## src/rtl/mem_port_ctrl.sv

```systemverilog
// Data-side memory responder: runs one LB..SW request byte-serially over the 8-bit RAM bus and
// returns a single-cycle mem_rdy with extended load data.
module mem_port_ctrl #(
  parameter logic [1:0] IO_SEL = 2'b11,
  parameter logic [5:0] OP_LB  = 6'd11,
  parameter logic [5:0] OP_LH  = 6'd12,
  parameter logic [5:0] OP_LW  = 6'd13,
  parameter logic [5:0] OP_LBU = 6'd14,
  parameter logic [5:0] OP_LHU = 6'd15,
  parameter logic [5:0] OP_SB  = 6'd16,
  parameter logic [5:0] OP_SH  = 6'd17,
  parameter logic [5:0] OP_SW  = 6'd18
) (
  input  logic        clk,
  input  logic        rst,
  input  logic        rdy,
  input  logic        req_valid,
  input  logic [5:0]  req_name,
  input  logic [31:0] req_addr,
  input  logic [31:0] req_wdata,
  output logic        mem_rdy,
  output logic [31:0] load_data,
  input  logic [7:0]  mem_din,
  output logic [7:0]  mem_dout,
  output logic [31:0] mem_a,
  output logic        mem_wr,
  input  logic        io_buffer_full
);

  typedef enum logic [1:0] {IDLE, LOAD, STORE} state_t;

  state_t      state_reg, state_next;
  logic [5:0]  name_reg, name_next;
  logic [31:0] addr_reg, addr_next;
  logic [31:0] wdata_reg, wdata_next;
  logic [2:0]  cnt_reg, cnt_next;
  logic [31:0] buf_reg, buf_next;
  logic        mem_rdy_reg, mem_rdy_next;
  logic [31:0] load_data_reg, load_data_next;
  logic [31:0] mem_a_reg, mem_a_next;
  logic [7:0]  mem_dout_reg, mem_dout_next;
  logic        mem_wr_reg, mem_wr_next;

  logic [7:0]  wbyte [4];
  logic [31:0] addr_k;
  logic [31:0] assembled;
  logic [1:0]  bidx;
  logic [2:0]  size_n;

  genvar gi;
  generate
    for (gi = 0; gi < 4; gi++) begin : g_wbyte
      assign wbyte[gi] = wdata_reg[gi*8 +: 8];
    end
  endgenerate

  function automatic logic [2:0] op_size(input logic [5:0] name);
    logic [2:0] n;
    n = 3'd0;
    if (name == OP_LB || name == OP_LBU || name == OP_SB) n = 3'd1;
    else if (name == OP_LH || name == OP_LHU || name == OP_SH) n = 3'd2;
    else if (name == OP_LW || name == OP_SW) n = 3'd4;
    return n;
  endfunction

  function automatic logic is_load(input logic [5:0] name);
    return (name == OP_LB) || (name == OP_LH) || (name == OP_LW) ||
           (name == OP_LBU) || (name == OP_LHU);
  endfunction

  function automatic logic is_store(input logic [5:0] name);
    return (name == OP_SB) || (name == OP_SH) || (name == OP_SW);
  endfunction

  function automatic logic [31:0] extend(input logic [5:0] name, input logic [31:0] a);
    logic [31:0] r;
    r = a;
    if (name == OP_LB)       r = {{24{a[7]}}, a[7:0]};
    else if (name == OP_LH)  r = {{16{a[15]}}, a[15:0]};
    else if (name == OP_LBU) r = {24'd0, a[7:0]};
    else if (name == OP_LHU) r = {16'd0, a[15:0]};
    return r;
  endfunction

  // A store byte waits while its target lies in the IO region and the IO buffer is full.
  function automatic logic io_stall(input logic [31:0] a);
    return (a[17:16] == IO_SEL) && io_buffer_full;
  endfunction

  assign size_n = op_size(name_reg);
  assign addr_k = addr_reg + {29'd0, cnt_reg};
  assign bidx   = cnt_reg[1:0] - 2'd2;

  always_comb begin
    assembled = buf_reg;
    assembled[{bidx, 3'b000} +: 8] = mem_din;
  end

  always_comb begin
    state_next     = state_reg;
    name_next      = name_reg;
    addr_next      = addr_reg;
    wdata_next     = wdata_reg;
    cnt_next       = cnt_reg;
    buf_next       = buf_reg;
    mem_rdy_next   = 1'b0;
    load_data_next = load_data_reg;
    mem_a_next     = mem_a_reg;
    mem_dout_next  = mem_dout_reg;
    mem_wr_next    = mem_wr_reg;
    case (state_reg)
      IDLE: begin
        if (req_valid && is_load(req_name)) begin
          name_next   = req_name;
          addr_next   = req_addr;
          wdata_next  = req_wdata;
          buf_next    = 32'd0;
          state_next  = LOAD;
          mem_a_next  = req_addr;
          mem_wr_next = 1'b0;
          cnt_next    = 3'd1;
        end else if (req_valid && is_store(req_name)) begin
          name_next  = req_name;
          addr_next  = req_addr;
          wdata_next = req_wdata;
          state_next = STORE;
          if (io_stall(req_addr)) begin
            mem_wr_next = 1'b0;
            cnt_next    = 3'd0;
          end else begin
            mem_a_next    = req_addr;
            mem_dout_next = req_wdata[7:0];
            mem_wr_next   = 1'b1;
            cnt_next      = 3'd1;
          end
        end
      end
      LOAD: begin
        // cnt_reg is the index of the edge since acceptance; bytes land two edges after issue.
        if (cnt_reg >= 3'd2) buf_next = assembled;
        if (cnt_reg == size_n + 3'd1) begin
          mem_rdy_next   = 1'b1;
          load_data_next = extend(name_reg, assembled);
          mem_a_next     = 32'd0;
          state_next     = IDLE;
          cnt_next       = 3'd0;
        end else begin
          if (cnt_reg < size_n) mem_a_next = addr_k;
          cnt_next = cnt_reg + 3'd1;
        end
      end
      STORE: begin
        if (cnt_reg == size_n) begin
          mem_wr_next    = 1'b0;
          mem_a_next     = 32'd0;
          mem_rdy_next   = 1'b1;
          load_data_next = 32'd0;
          state_next     = IDLE;
          cnt_next       = 3'd0;
        end else if (io_stall(addr_k)) begin
          mem_wr_next = 1'b0;
        end else begin
          mem_a_next    = addr_k;
          mem_dout_next = wbyte[cnt_reg[1:0]];
          mem_wr_next   = 1'b1;
          cnt_next      = cnt_reg + 3'd1;
        end
      end
      default: state_next = IDLE;
    endcase
  end

  always_ff @(posedge clk) begin
    if (rst) begin
      state_reg     <= IDLE;
      name_reg      <= 6'd0;
      addr_reg      <= 32'd0;
      wdata_reg     <= 32'd0;
      cnt_reg       <= 3'd0;
      buf_reg       <= 32'd0;
      mem_rdy_reg   <= 1'b0;
      load_data_reg <= 32'd0;
      mem_a_reg     <= 32'd0;
      mem_dout_reg  <= 8'd0;
      mem_wr_reg    <= 1'b0;
    end else if (rdy) begin
      state_reg     <= state_next;
      name_reg      <= name_next;
      addr_reg      <= addr_next;
      wdata_reg     <= wdata_next;
      cnt_reg       <= cnt_next;
      buf_reg       <= buf_next;
      mem_rdy_reg   <= mem_rdy_next;
      load_data_reg <= load_data_next;
      mem_a_reg     <= mem_a_next;
      mem_dout_reg  <= mem_dout_next;
      mem_wr_reg    <= mem_wr_next;
    end
  end

  assign mem_rdy   = mem_rdy_reg;
  assign load_data = load_data_reg;
  assign mem_a     = mem_a_reg;
  assign mem_dout  = mem_dout_reg;
  assign mem_wr    = mem_wr_reg;

endmodule

```

## config.mk

```make
export PLATFORM = sky130hd
export DESIGN_NAME = mem_port_ctrl
export DESIGN_NICKNAME = d
export VERILOG_FILES = /design/src/rtl/mem_port_ctrl.sv
export SDC_FILE = /design/constraint.sdc
export NUM_CORES = 1
export LEC_CHECK = 0
export ABC_AREA = 1
export CAP_MARGIN = 15
export CELL_PAD_IN_SITES_DETAIL_PLACEMENT = 0
export CELL_PAD_IN_SITES_GLOBAL_PLACEMENT = 1
export CORE_MARGIN = 2
export CORE_UTILIZATION = 38
export CTS_CLUSTER_SIZE = 10
export DETAILED_ROUTE_END_ITERATION = 10
export HOLD_SLACK_MARGIN = 0.03
export PLACE_DENSITY = 0.84
export SETUP_SLACK_MARGIN = 0.1
export SYNTH_ARGS = -nofsm -noshare
export SYNTH_HDL_FRONTEND = slang
export SYNTH_SLANG_ARGS = --single-unit
```

## constraint.sdc

```tcl
create_clock -name clk -period 3.65 [get_ports clk]
set_clock_uncertainty 0.15 [all_clocks]
set_input_delay 0.73 -clock clk [delete_from_list [all_inputs] [get_ports clk]]
set_output_delay 0.73 -clock clk [all_outputs]
set_load 0.1 [all_outputs]
```

==> out/results.ini, run 1 <==
[finish]
layout.cell_area.non_filler_mm2 = 0.0121
final_core_utilization_pct = 47.9
finalNetCount = 1713
layout-area-overhead-vs-synth_pct = 24.0
ratio_of_cells_with_drive_above_1_in_the_final_layout_pct = 5.78
stdcell_count = 1957

[pwr]
sequentialPowerShare_pct = 43.2
p_sw_mw = 1.52
max-vdd-ir-drop_mv = 0.326
power.leakage_nw = 4.89
p_int_mw = 3.29
power.switching_fraction_pct = 31.6
power_per_cell_area_mw_per_mm2 = 398
pwr-share-clk_pct = 39.6
power_mw = 4.80
share_comb_of_total_power_pct = 17.3

[yosys]
synthesis.nets = 1600
yosys-top-cells-area = sky130_fd_sc_hd__dfxtp_1 (37%), sky130_fd_sc_hd__nand2_1 (14%), sky130_fd_sc_hd__nor2_1 (10%), sky130_fd_sc_hd__o21ai_0 (8.8%), sky130_fd_sc_hd__a21oi_1 (6.9%)
synth_ff_type = sky130_fd_sc_hd__dfxtp_1
synth-edff-count = 0
yosysWarningCount = 0
synth_top_area_share_pct = 37.2
async_reset_ff_share_pct = 0
synth-seq-area-share_pct = 37.2
netlist_top_cells_count = sky130_fd_sc_hd__nand2_1 (361), sky130_fd_sc_hd__nor2_1 (261), sky130_fd_sc_hd__dfxtp_1 (181)
synth.lib_cells_used.distinct = 40
synthesis.area_mm2 = 0.00974
synth_top_cell_by_area = sky130_fd_sc_hd__dfxtp_1
flop_and_latch_count_out_of_synthesis = 181
cell_with_the_most_instances_after_synthesis = sky130_fd_sc_hd__nand2_1
synthesis.area_per_instance_um2 = 6.49
synthesis.instances = 1500

[detailed_routing]
detailroute.via_count = 9922
antenna_left = 0
drt_wl_total_mm = 28.9
drt-wirelength-per-cell_um = 14.8
detailedRoute.firstIterationViolations = 663
vias_per_cell = 5.07
drtPass1Iterations = 5
number_of_remaining_drc_errors = 0

[sta]
finalWorstSetupSlack_ns = 0.537
final-setup-viol-count = 0
transition_at_the_pin_with_the_smallest_max_transition_slack_ns = 1.00
summed_negative_setup_slack_over_all_endpoints_ns = 0
report.final.hold_viol_count = 0
final-max-slew-violation-count = 0
grt_setup_unrepaired = false
final.min_clock_period_ns = 3.11
fin_crit_sh_pct = 85.3
fmaxAchievable_mhz = 321
worst_hold_slack_across_all_endpoints_ns = 0.293
max_slew_headroom_pct = 33.0

[clocking]
clock_sink_count = 181
root_buffer = sky130_fd_sc_hd__clkbuf_16
cts-hold-fix-buffers = 0
post-cts-setup-buffers = 0
cts_tree = built
cts_buffers = 17
clkTransAtPathRegs_ns = 0.08
clkLatencyLatePin_ns = 0.44
htree_num_levels = 4
cts.path.max_buffers = 2
post_cts_resize_count = 0

[global_route]
grt_pass1_vias = 9093
antenna_found_initial = 1
grt_pass1_wl_mm = 46.5
global_route.overflow_total = 0
grt_start_max_net_pins = 74
grt_usage_pct = 21.6

[worst_setup_path]
startpoint_type = register
critical_path.endpoint_type = register
timing.critical_path.arrival_ns = 3.28
r2r_start = name_reg[0]$_SDFFE_PP0P_
required_ns = 3.82
cp_max_fo = 35
worstSetupPathType = reg2reg
reg2regPathDepth = 14
ff2ff_setup_slack_ns = 0.54
crit-reg2reg-capture = load_data[11]$_SDFFE_PP0P_

[placed_design]
post_dp_cell_area_mm2 = 0.0115
gpl.final_weighted_congestion = 0.866
port-buffer-count = 156
place_ws_ns = 0.365
dp_cells = 1924
detailedPlacementHpwl_mm = 20.7

[floorplan]
die_w_um = 164
die-area_mm2 = 0.0269
core.rowCount = 58
io_pins = 157
die_height_um = 164
area_of_the_core_mm2 = 0.0252
start_util_pct = 38.7

[hold_path]
holdCritPathClass = reg2reg
holdCritStartpoint = load_data[28]$_SDFFE_PP0P_
hold_depth = 2
worst_hold_path.endpoint = load_data[28]$_SDFFE_PP0P_

[run_status]
outcome = finished clean

[run]
cap_viol_max_count = 0

cell type report:
class                      instances  area [µm²]
tap                              330         413
sequential                       181        3620
multi-input combinational       1112        5250
clock inverter                    15         176
timing repair buffer             181        1730
inverter                         120         452
fill                            2636       13100
antenna                            1        2.50
clock buffer                      17         425
layout by cell type, fill, tap and decap left out, types with 2 or more instances in the layout:
master | Yosys | routed
sky130_fd_sc_hd__o211a_1 | 16 | 16
sky130_fd_sc_hd__clkdlybuf4s50_1 | 0 | 144
sky130_fd_sc_hd__xnor2_1 | 5 | 5
sky130_fd_sc_hd__nor2_2 | 6 | 6
sky130_fd_sc_hd__inv_8 | 0 | 5
sky130_fd_sc_hd__clkbuf_16 | 0 | 17
sky130_fd_sc_hd__dfxtp_1 | 181 | 181
sky130_fd_sc_hd__clkinv_2 | 0 | 2
sky130_fd_sc_hd__xor2_1 | 13 | 13
sky130_fd_sc_hd__nor2_1 | 261 | 261
sky130_fd_sc_hd__ha_1 | 16 | 16
sky130_fd_sc_hd__nand3_2 | 1 | 2
sky130_fd_sc_hd__o221ai_1 | 4 | 4
sky130_fd_sc_hd__clkinv_8 | 0 | 2
sky130_fd_sc_hd__nand4_1 | 35 | 35
sky130_fd_sc_hd__nand2_1 | 361 | 361
sky130_fd_sc_hd__nand3_1 | 43 | 42
sky130_fd_sc_hd__nor3_1 | 13 | 13
sky130_fd_sc_hd__nor2_4 | 2 | 2
sky130_fd_sc_hd__nand2_2 | 7 | 7
sky130_fd_sc_hd__inv_1 | 115 | 114
sky130_fd_sc_hd__inv_6 | 0 | 6
sky130_fd_sc_hd__a221oi_1 | 4 | 4
sky130_fd_sc_hd__nand2_4 | 2 | 2
sky130_fd_sc_hd__o21a_1 | 3 | 3
sky130_fd_sc_hd__nand3b_1 | 2 | 2
sky130_fd_sc_hd__a31oi_1 | 2 | 2
sky130_fd_sc_hd__o21ai_0 | 172 | 172
sky130_fd_sc_hd__clkinv_1 | 4 | 4
sky130_fd_sc_hd__buf_4 | 4 | 36
sky130_fd_sc_hd__a21oi_1 | 134 | 133
worst max-delay path, cell delays in order (launching register included):
cell and delay [ns]:
sky130_fd_sc_hd__dfxtp_1 0.39, sky130_fd_sc_hd__inv_1 0.10, sky130_fd_sc_hd__nand2_1 0.12, sky130_fd_sc_hd__nor2_2 0.05
sky130_fd_sc_hd__buf_4 0.17, sky130_fd_sc_hd__nor2_1 0.18, sky130_fd_sc_hd__inv_1 0.07, sky130_fd_sc_hd__ha_1 0.29
sky130_fd_sc_hd__inv_1 0.07, sky130_fd_sc_hd__nand4_2 0.14, sky130_fd_sc_hd__nand2_2 0.15, sky130_fd_sc_hd__buf_4 0.33
sky130_fd_sc_hd__nand3_4 0.39, sky130_fd_sc_hd__a21oi_1 0.32, sky130_fd_sc_hd__nor2_1 0.06
worst max-delay path by stage:
stage	from	endpoint	slack [ns]	depth (start not counted)
final	name_reg[0]$_SDFFE_PP0P_	load_data[11]$_SDFFE_PP0P_	0.54	14
after global routing	cnt_reg[0]$_SDFFE_PP0P_	mem_a[16]$_SDFFE_PP0P_	0.17	18
after CTS	cnt_reg[0]$_SDFFE_PP0P_	mem_a[9]$_SDFFE_PP0P_	0.53	18
after detailed placement	req_name[1]	mem_a[6]$_SDFFE_PP0P_	0.37	13
after global placement	req_name[1]	mem_a[6]$_SDFFE_PP0P_	0.49	13
after floorplan	cnt_reg[0]$_SDFFE_PP0P_	load_data[26]$_SDFFE_PP0P_	0.72	16
power by group through the flow:
stage	clock network [mW]	registers, mW	logic (mW)
5_1_grt	2.02	2.08	0.905
4_1_cts	1.94	2.07	0.828
3_3_place_gp	0	2.12	0.825
3_5_place_dp	0	2.12	0.825
6_report	1.90	2.07	0.829
2_1_floorplan	0	2.33	0.340
kinds of logic after synthesis:
kind of cell,synth area share (%)
AO/OA/AOI/OAI,18.8
adder cells (fa/ha/maj),2.26
XOR/XNOR,1.62
buffers and inverters,8.98
AND/OR/NAND/NOR,31.1
flip-flops,37.2
metal layers:
layer	vias up	wire length (µm)	global-route usage (%)
met1	4493	13900	29.9
met3	27	1650	3.71
met2	302	13000	34.8
li1	5100	-	-
met5	-	0	0
met4	0	407	5.22
No activity file was read; power rests on OpenSTA's default activity.
==> run 2, diff against run 1 <==
- CORE_MARGIN: 2 -> unset
==> out/results.ini, run 2 (synthesis results as in run 1) <==
[run_status]
outcome = finished clean  ; unchanged

[sta]
grt_setup_unrepaired = false  ; unchanged
report.final.hold_viol_count = 0  ; unchanged
worst_hold_slack_across_all_endpoints_ns = 0.293  ; about the same
final-setup-viol-count = 0  ; unchanged
finalWorstSetupSlack_ns = 0.609  ; was 0.537 ns
fmaxAchievable_mhz = 329  ; was 321 MHz
final-max-slew-violation-count = 0  ; unchanged
summed_negative_setup_slack_over_all_endpoints_ns = 0  ; unchanged
max_slew_headroom_pct = 32.4  ; was 33.0%
final.min_clock_period_ns = 3.04  ; was 3.11 ns
fin_crit_sh_pct = 83.3  ; was 85.3%
transition_at_the_pin_with_the_smallest_max_transition_slack_ns = 1.01  ; was 1.00 ns

[hold_path]
holdCritPathClass = reg2reg  ; unchanged

[clocking]
post-cts-setup-buffers = 0  ; unchanged
cts_tree = built  ; unchanged
clkTransAtPathRegs_ns = 0.07  ; was 0.08 ns
clkLatencyLatePin_ns = 0.43  ; was 0.44 ns
post_cts_resize_count = 0  ; unchanged
cts.path.max_buffers = 2  ; unchanged
root_buffer = sky130_fd_sc_hd__clkbuf_16  ; unchanged
clock_sink_count = 181  ; unchanged
cts-hold-fix-buffers = 0  ; unchanged
cts_buffers = 17  ; unchanged
htree_num_levels = 4  ; unchanged

[global_route]
grt_pass1_wl_mm = 46.5  ; about the same
grt_pass1_vias = 9003  ; was 9,093
global_route.overflow_total = 0  ; unchanged
antenna_found_initial = 1  ; unchanged
grt_start_max_net_pins = 65  ; was 74
grt_usage_pct = 22.1  ; was 21.6%

[placed_design]
port-buffer-count = 156  ; unchanged
gpl.final_weighted_congestion = 0.899  ; was 0.866
detailedPlacementHpwl_mm = 20.5  ; was 20.7 mm
place_ws_ns = 0.423  ; was 0.365 ns

[worst_setup_path]
timing.critical_path.arrival_ns = 3.21  ; was 3.28 ns
required_ns = 3.82  ; about the same
worst-path-buf-inv = 2  ; was 5
cpPeakStageDelay_ns = 0.44  ; was 0.39 ns
path_delay_family = simple AND/OR/NAND/NOR gates  ; unchanged
critical_path.endpoint_type = register  ; unchanged
worstSetupPathType = reg2reg  ; unchanged
slowest_stage = sky130_fd_sc_hd__nand2_4  ; was sky130_fd_sc_hd__dfxtp_1
cp_max_fo = 64  ; was 35
startpoint_type = register  ; unchanged
crit_path_cell_trace = ha_1 -> inv_1 -> fa_1 -> inv_1 -> nand3_1 -> nand2_2 -> nand2_2 -> o21ai_1 -> nand2_1 -> nor2_2 -> nand3_2 -> nand2_2 -> nor2_4 -> nand2_4 -> nand2_1 -> nand2_1 -> nor2_1  ; was inv_1 -> nand2_1 -> nor2_2 -> buf_4 -> nor2_1 -> inv_1 -> ha_1 -> inv_1 -> nand4_2 -> nand2_2 -> buf_4 -> nand3_4 -> a21oi_1 -> nor2_1

[detailed_routing]
vias_per_cell = 5.01  ; was 5.07
number_of_remaining_drc_errors = 0  ; unchanged
detailroute.via_count = 9805  ; was 9,922
drt_wl_total_mm = 28.8  ; was 28.9 mm
detailedRoute.firstIterationViolations = 699  ; was 663
antenna_left = 0  ; unchanged
drt-wirelength-per-cell_um = 14.7  ; was 14.8 µm
drtPass1Iterations = 5  ; unchanged

[pwr]
max-vdd-ir-drop_mv = 0.242  ; was 0.326 mV
power.leakage_nw = 4.88  ; was 4.89 nW
pwr-share-clk_pct = 40.5  ; was 39.6%
power_mw = 4.88  ; was 4.80 mW
power_per_cell_area_mw_per_mm2 = 404  ; was 398 mW/mm²
p_int_mw = 3.36  ; was 3.29 mW
p_sw_mw = 1.52  ; about the same
power.switching_fraction_pct = 31.2  ; was 31.6%
sequentialPowerShare_pct = 42.5  ; was 43.2%
share_comb_of_total_power_pct = 17.0  ; was 17.3%

[finish]
layout-area-overhead-vs-synth_pct = 24.2  ; was 24.0%
mostFrequentLayoutCell = sky130_fd_sc_hd__nand2_1  ; unchanged
final_cell_mix = sky130_fd_sc_hd__nand2_1 (361), sky130_fd_sc_hd__nor2_1 (261), sky130_fd_sc_hd__dfxtp_1 (181)  ; unchanged
ratio_of_cells_with_drive_above_1_in_the_final_layout_pct = 5.48  ; was 5.78%
finalNetCount = 1712  ; was 1,713

[floorplan]
start_util_pct = 38.7  ; unchanged
io_pins = 157  ; unchanged
core.rowCount = 58  ; unchanged
area_of_the_core_mm2 = 0.0252  ; unchanged
die_w_um = 162  ; was 164 µm
die-area_mm2 = 0.0263  ; was 0.0269 mm²
die_height_um = 162  ; was 164 µm

[run]
cap_viol_max_count = 0  ; unchanged

## run 2: per-layer routing
metal	vias to the layer above	track usage (%)	routed length [µm]
met5	-	0	0
met4	0	6.65	490
met3	32	3.73	1380
met2	249	35.0	12800
met1	4435	30.6	14100
li1	5089	-	-
## run 2: final timing paths
| check | from | end | slack (ns) | cells after the start |
|---|---|---|---|---|
| hold reg to reg | load_data[22]$_SDFFE_PP0P_ | load_data[22]$_SDFFE_PP0P_ | 0.29 | 2 |
| hold / removal | load_data[22]$_SDFFE_PP0P_ | load_data[22]$_SDFFE_PP0P_ | 0.29 | 2 |
| setup / recovery | cnt_reg[0]$_SDFFE_PP0P_ | mem_a[6]$_SDFFE_PP0P_ | 0.61 | 17 |
| setup reg to reg | cnt_reg[0]$_SDFFE_PP0P_ | mem_a[6]$_SDFFE_PP0P_ | 0.61 | 17 |
## run 2: tightest hold or removal path, cell delays in order, from the launching register on
cell	delay, ns
sky130_fd_sc_hd__dfxtp_1	0.31
sky130_fd_sc_hd__inv_1	0.05
sky130_fd_sc_hd__a21oi_1	0.05
## run 2: power groups by stage
| stage | clock, mW | sequential, mW | combinational, mW |
|---|---|---|---|
| final | 1.98 | 2.08 | 0.830 |
| after detailed placement | 0 | 2.12 | 0.826 |
| after global placement | 0 | 2.12 | 0.824 |
| after global routing | 2.09 | 2.08 | 0.902 |
| after floorplan | 0 | 2.33 | 0.340 |
| after CTS | 2.02 | 2.08 | 0.830 |
## run 2: cell type report
class / count / area (µm²)
diodes: 1 / 2.50
clock buffers: 17 / 425
clock inverters: 15 / 206
fillers: 2589 / 13100
inverters: 120 / 452
multi-input cells: 1112 / 5250
flip-flops and latches: 181 / 3620
well taps: 330 / 413
repair buffers: 180 / 1720
## run 2: metrics by stage
step,instances,utilization [%],instance area (µm²)
floorplan,1500,-,9740
global placement,1923,45.5,11500
CTS,1955,48.0,12100
global route,1956,48.0,12100
finish,1956,48.0,12100
detailed placement,1923,45.5,11500
